$ cat src/rtl/belt_driver_pkg.sv
// Opcode values, FSM state encoding and strobe selection for the data-belt initiator.
package belt_driver_pkg;

  localparam int BELT_OP_W = 3;

  localparam logic [BELT_OP_W-1:0] OP_NOP  = 3'd0;
  localparam logic [BELT_OP_W-1:0] OP_INC  = 3'd1;
  localparam logic [BELT_OP_W-1:0] OP_DEC  = 3'd2;
  localparam logic [BELT_OP_W-1:0] OP_FWD  = 3'd3;
  localparam logic [BELT_OP_W-1:0] OP_BACK = 3'd4;
  localparam logic [BELT_OP_W-1:0] OP_IN   = 3'd5;
  localparam logic [BELT_OP_W-1:0] OP_OUT  = 3'd6;
  localparam logic [BELT_OP_W-1:0] OP_NOP7 = 3'd7;

  typedef enum logic [2:0] {
    ST_IDLE     = 3'd0,
    ST_PREP     = 3'd1,
    ST_STROBE   = 3'd2,
    ST_RECOVER  = 3'd3,
    ST_WAIT_IN  = 3'd4,
    ST_WAIT_OUT = 3'd5
  } state_t;

  typedef enum logic [1:0] {
    STB_WR  = 2'd0,
    STB_SHL = 2'd1,
    STB_SHR = 2'd2
  } strobe_t;

endpackage

$ cat src/rtl/belt_driver.sv
// Data-belt initiator: turns BF data ops into clean single-cycle belt strobes with
// setup (PREP) and recovery (RECOVER) cycles, plus byte in/out handshakes.
//
// state       | meaning
// ------------+------------------------------------------------------------
// ST_IDLE     | ready for an op; NOP completes here in one cycle
// ST_PREP     | belt_di settled, raise the selected strobe
// ST_STROBE   | strobe high for exactly this cycle
// ST_RECOVER  | strobes low, belt_do settles before the next op
// ST_WAIT_IN  | waiting for an input byte to write into the cell
// ST_WAIT_OUT | output byte pending until the consumer takes it
module belt_driver
  import belt_driver_pkg::*;
#(
  parameter int BITSIZE = 8
) (
  input  logic                 clk,
  input  logic                 rstn,
  input  logic                 op_valid,
  input  logic [BELT_OP_W-1:0] op_code,
  output logic                 op_ready,
  output logic                 zero,
  input  logic                 in_valid,
  input  logic [BITSIZE-1:0]   in_data,
  output logic                 in_ready,
  output logic                 out_valid,
  output logic [BITSIZE-1:0]   out_data,
  input  logic                 out_ready,
  output logic                 belt_shl,
  output logic                 belt_shr,
  output logic                 belt_wr,
  output logic [BITSIZE-1:0]   belt_di,
  input  logic [BITSIZE-1:0]   belt_do
);

  localparam logic [BITSIZE-1:0] ONE = {{(BITSIZE-1){1'b0}}, 1'b1};

  state_t             state, state_n;
  strobe_t            stb_sel, stb_sel_n;
  logic               shl_n, shr_n, wr_n;
  logic               out_valid_n;
  logic [BITSIZE-1:0] belt_di_n, out_data_n;

  assign op_ready = (state == ST_IDLE) && rstn;
  assign in_ready = (state == ST_WAIT_IN) && rstn;
  assign zero     = (belt_do == '0);

  always_ff @(posedge clk) begin
    if (!rstn) begin
      state     <= ST_IDLE;
      stb_sel   <= STB_WR;
      belt_shl  <= 1'b0;
      belt_shr  <= 1'b0;
      belt_wr   <= 1'b0;
      belt_di   <= '0;
      out_valid <= 1'b0;
      out_data  <= '0;
    end else begin
      state     <= state_n;
      stb_sel   <= stb_sel_n;
      belt_shl  <= shl_n;
      belt_shr  <= shr_n;
      belt_wr   <= wr_n;
      belt_di   <= belt_di_n;
      out_valid <= out_valid_n;
      out_data  <= out_data_n;
    end
  end

  // Strobes default low every cycle, so a pulse can only last the one cycle PREP sets it for.
  always_comb begin
    state_n     = state;
    stb_sel_n   = stb_sel;
    shl_n       = 1'b0;
    shr_n       = 1'b0;
    wr_n        = 1'b0;
    belt_di_n   = belt_di;
    out_valid_n = out_valid;
    out_data_n  = out_data;

    unique case (state)
      ST_IDLE: begin
        if (op_valid) begin
          unique case (op_code)
            OP_INC: begin
              belt_di_n = belt_do + ONE;
              stb_sel_n = STB_WR;
              state_n   = ST_PREP;
            end
            OP_DEC: begin
              belt_di_n = belt_do - ONE;
              stb_sel_n = STB_WR;
              state_n   = ST_PREP;
            end
            OP_FWD: begin
              stb_sel_n = STB_SHL;
              state_n   = ST_PREP;
            end
            OP_BACK: begin
              stb_sel_n = STB_SHR;
              state_n   = ST_PREP;
            end
            OP_IN: begin
              stb_sel_n = STB_WR;
              state_n   = ST_WAIT_IN;
            end
            OP_OUT: begin
              out_data_n  = belt_do;
              out_valid_n = 1'b1;
              state_n     = ST_WAIT_OUT;
            end
            OP_NOP, OP_NOP7: state_n = ST_IDLE;
            default:         state_n = ST_IDLE;
          endcase
        end
      end

      ST_PREP: begin
        unique case (stb_sel)
          STB_SHL: shl_n = 1'b1;
          STB_SHR: shr_n = 1'b1;
          default: wr_n  = 1'b1;
        endcase
        state_n = ST_STROBE;
      end

      ST_STROBE:  state_n = ST_RECOVER;

      ST_RECOVER: state_n = ST_IDLE;

      ST_WAIT_IN: begin
        if (in_valid) begin
          belt_di_n = in_data;
          stb_sel_n = STB_WR;
          state_n   = ST_PREP;
        end
      end

      ST_WAIT_OUT: begin
        if (out_ready) begin
          out_valid_n = 1'b0;
          state_n     = ST_IDLE;
        end
      end

      default: state_n = ST_IDLE;
    endcase
  end

endmodule

$ cat config.mk
export PLATFORM = sky130hd
export DESIGN_NAME = belt_driver
export DESIGN_NICKNAME = d
export VERILOG_FILES = /design/src/rtl/belt_driver_pkg.sv /design/src/rtl/belt_driver.sv
export SDC_FILE = /design/constraint.sdc
export NUM_CORES = 1
export LEC_CHECK = 0
export ABC_AREA = 1
export CELL_PAD_IN_SITES_DETAIL_PLACEMENT = 2
export CELL_PAD_IN_SITES_GLOBAL_PLACEMENT = 2
export CORE_AREA = 2 2 110 59
export CTS_CLUSTER_DIAMETER = 30
export CTS_CLUSTER_SIZE = 20
export DETAILED_ROUTE_END_ITERATION = 8
export DIE_AREA = 0 0 112 61
export HOLD_SLACK_MARGIN = 0.03
export PLACE_DENSITY_LB_ADDON = 0.15
export SYNTH_ARGS = -nofsm -noshare
export SYNTH_HDL_FRONTEND = slang
export SYNTH_SLANG_ARGS = --single-unit
$ cat constraint.sdc
create_clock -name clk -period 5.45 [get_ports clk]
set_clock_uncertainty 0.2 [all_clocks]
set_input_delay 1.3625 -clock clk [delete_from_list [all_inputs] [get_ports clk]]
set_output_delay 1.3625 -clock clk [all_outputs]
set_load 0.03 [all_outputs]
==> impl_metrics.toml <==
[logic_synthesis]
ys_types = 28
synth-compound-area-share = 0.1796
syn_nets = 249
synth_top_area_share = 0.3404
avgSynthCellArea_um2 = 6.622
synth_warnings = 0
synth-edff-count = 0
synthMuxAreaShare = 0
synth_area_leaders = "dfxtp_1 (34%), nand2_1 (13%), a21oi_1 (8.5%)"
synth_top_family_by_area = "simple AND/OR/NAND/NOR gates"
synthTopCellsByCount = "nand2_1 (50), inv_1 (27), a21oi_1 (25), dfxtp_1 (25), nor2_1 (22)"
ys_ff_latch = 25
synth-main-ff-cell = "dfxtp_1"
synth.largest_area_cell = "dfxtp_1"
synth-xor-area-share = 0.01191
async_reset_ff_frac = 0
ys_seq_area_frac = 0.3404
syn_inst = 222
yosysMostFrequentCell = "nand2_1"
yosys.area_share.adder = 0.02553
syn_area_um2 = 1470
synthSimpleGateAreaFrac = 0.3379

[routing]
via_count = 1577
drcViolationCount = 0
routed_via_density = 4.571
drt-wirelength-per-cell_um = 15.67
wirelength_um = 5406
antenna_left = 0
dr.pass1.iters = 4
drt_iter0_markers = 54

[final_layout]
area_growth_pct = 41.45
drive_above_1_share = 0.07463
nets = 296
antenna_cells = 0
multi_input_area_um2 = 815.8
fillers = 734
seq_area_um2 = 500.5

[global_route]
antenna_found_initial = 0
use_met3 = 0.03397
top_usage_layer = "met1"
grtUsageMet2 = 0.2346
grt_first_pass_wirelength_um = 8645
globalRouteTotalUtil = 0.1651
grt_pass1_vias = 1634
overflow = 0
grtUsageMet1 = 0.2584
grt_max_degree = 18

[clock_network]
hold_buffers = 0
cts_resized = 0
cts-root-buf = "clkbuf_16"
htreeDepth = 1
clk_path_buf_depth = 2
clkSinkCount = 25
clk_pin_slew_ns = 0.07
postCtsSetupBuffers = 0
clk_latency_ns = 0.26
cts_buffers = 3
tritoncts = "built"

[timing]
hold_viol_final = 0
fmax_mhz = 217.6
min_period_over_period = 0.8431
slew_headroom = 0.4623
tns_ns = 0
grt_setup_unrepaired = "no"
slew_violations = 0
hold_slack_ns = 0.2716
fin_crit_ns = 4.595
worst_pin_slew_ns = 0.8005
finalSetupViolations = 0

[floorplanning]
dieHeight_um = 61
start_util = 0.2511
core.rowCount = 20
io_pins = 47
core_area_um2 = 5856
fp.dieArea_um2 = 6832
die_w_um = 112

[critical_path]
cp-start-kind = "input port"
worst_setup_path_end_kind = "output pin"
worstPathMaxFanout = 4
timing.reg2reg.setup_slack_ns = 3.16
worstPathRequired_ns = 3.89
path_class = "in2out"
cp.arrival_ns = 3.03

[placement]
hpwl_um = 4386
gp_congestion = 0.7831
port_buffers = 46

[worst_hold_path]
hp-class = "reg2reg"

[run_status]
status = "finished clean"

[power_and_ir_drop]
p_seq_frac = 0.344
intPower_mw = 0.4082
swShare = 0.3835
leakage_nw = 0.9147
p_sw_mw = 0.2540
power_frac_clock = 0.255
power.density_nw_per_um2 = 318.4
max-vdd-ir-drop_uv = 127.2
power_frac_comb = 0.402

[job]
maxCapViolCount = 0
[metal layers]
metal	wire length, µm	up-vias
met3	238	4
met1	3115	722
met2	2024	35
met4	27	0
met5	0	-
li1	-	816
[critical path, stage by stage]
cell and delay, ns:
clkdlybuf4s50_1 0.44, inv_1 0.14, nand4_1 0.14, nor3_1 0.22, clkdlybuf4s50_1 0.72
[cell families (layout without fill, tap and decap cells)]
group,after synthesis,count (layout)
fa+ha+maj,3,3
buf+inv,37,83
flops,25,25
xor+xnor,2,2
simple gates,106,106
compound gates,49,49
[sequential cells by signal, summed over array words and instances, names as in the netlist]
register,count
out_data,8
state,3
belt_wr,1
belt_di,8
out_valid,1
stb_sel,2
belt_shl,1
belt_shr,1
[path summary, 6_finish.rpt]
kind | start | to | depth (start not counted)
setup / recovery | belt_do[3] | zero | 5
hold / removal | belt_di[7]$_SDFFE_PN0P_ | belt_di[7]$_SDFFE_PN0P_ | 2
setup reg to reg | state[0]$_SDFFE_PN0P_ | belt_di[0]$_SDFFE_PN0P_ | 11
hold reg to reg | belt_di[7]$_SDFFE_PN0P_ | belt_di[7]$_SDFFE_PN0P_ | 2
[power groups by stage]
stage | Combinational, mW | Clock, mW | Sequential, mW
2_1_floorplan | 0.133 | 0 | 0.265
3_3_place_gp | 0.261 | 0 | 0.231
3_5_place_dp | 0.265 | 0 | 0.232
4_1_cts | 0.269 | 0.171 | 0.228
5_1_grt | 0.295 | 0.180 | 0.231
6_report | 0.266 | 0.169 | 0.228
[cells in the final DEF (no fill, tap or decap), types with 2 or more instances in the layout]
cell / netlist / layout
nand2_2: 3 / 3
clkbuf_16: 0 / 3
nand4_1: 3 / 3
a21oi_1: 25 / 25
clkdlybuf4s50_1: 0 / 46
nor2_1: 22 / 22
nand2_1: 50 / 50
nor3_1: 6 / 6
nor2_2: 2 / 2
ha_1: 3 / 3
nor2_4: 2 / 2
nand3_1: 14 / 14
inv_1: 27 / 27
o21ai_0: 17 / 17
inv_2: 4 / 4
dfxtp_1: 25 / 25
a31oi_1: 3 / 3
xor2_1: 2 / 2
[layout make-up]
class / instances / area share
sequential: 25 / 0.2407
tap: 77 / 0.04633
inverter: 32 / 0.05776
timing repair buffer: 47 / 0.2250
clock buffer: 4 / 0.03791
multi-input combinational: 160 / 0.3923
[stage by stage]
step	area, µm²	util	std cells	setup slack (ns)	total power, mW
2_1_floorplan	1470	-	222	1.665	0.3983
3_3_place_gp	2001	0.3417	341	0.8698	0.4917
3_5_place_dp	2001	0.3417	341	0.8451	0.4975
4_1_cts	2079	0.3551	345	0.8549	0.6681
5_1_grt	2079	0.3551	345	0.7869	0.7056
6_report	2079	0.3551	345	0.8551	0.6622
(Power assumes the default switching activity.)
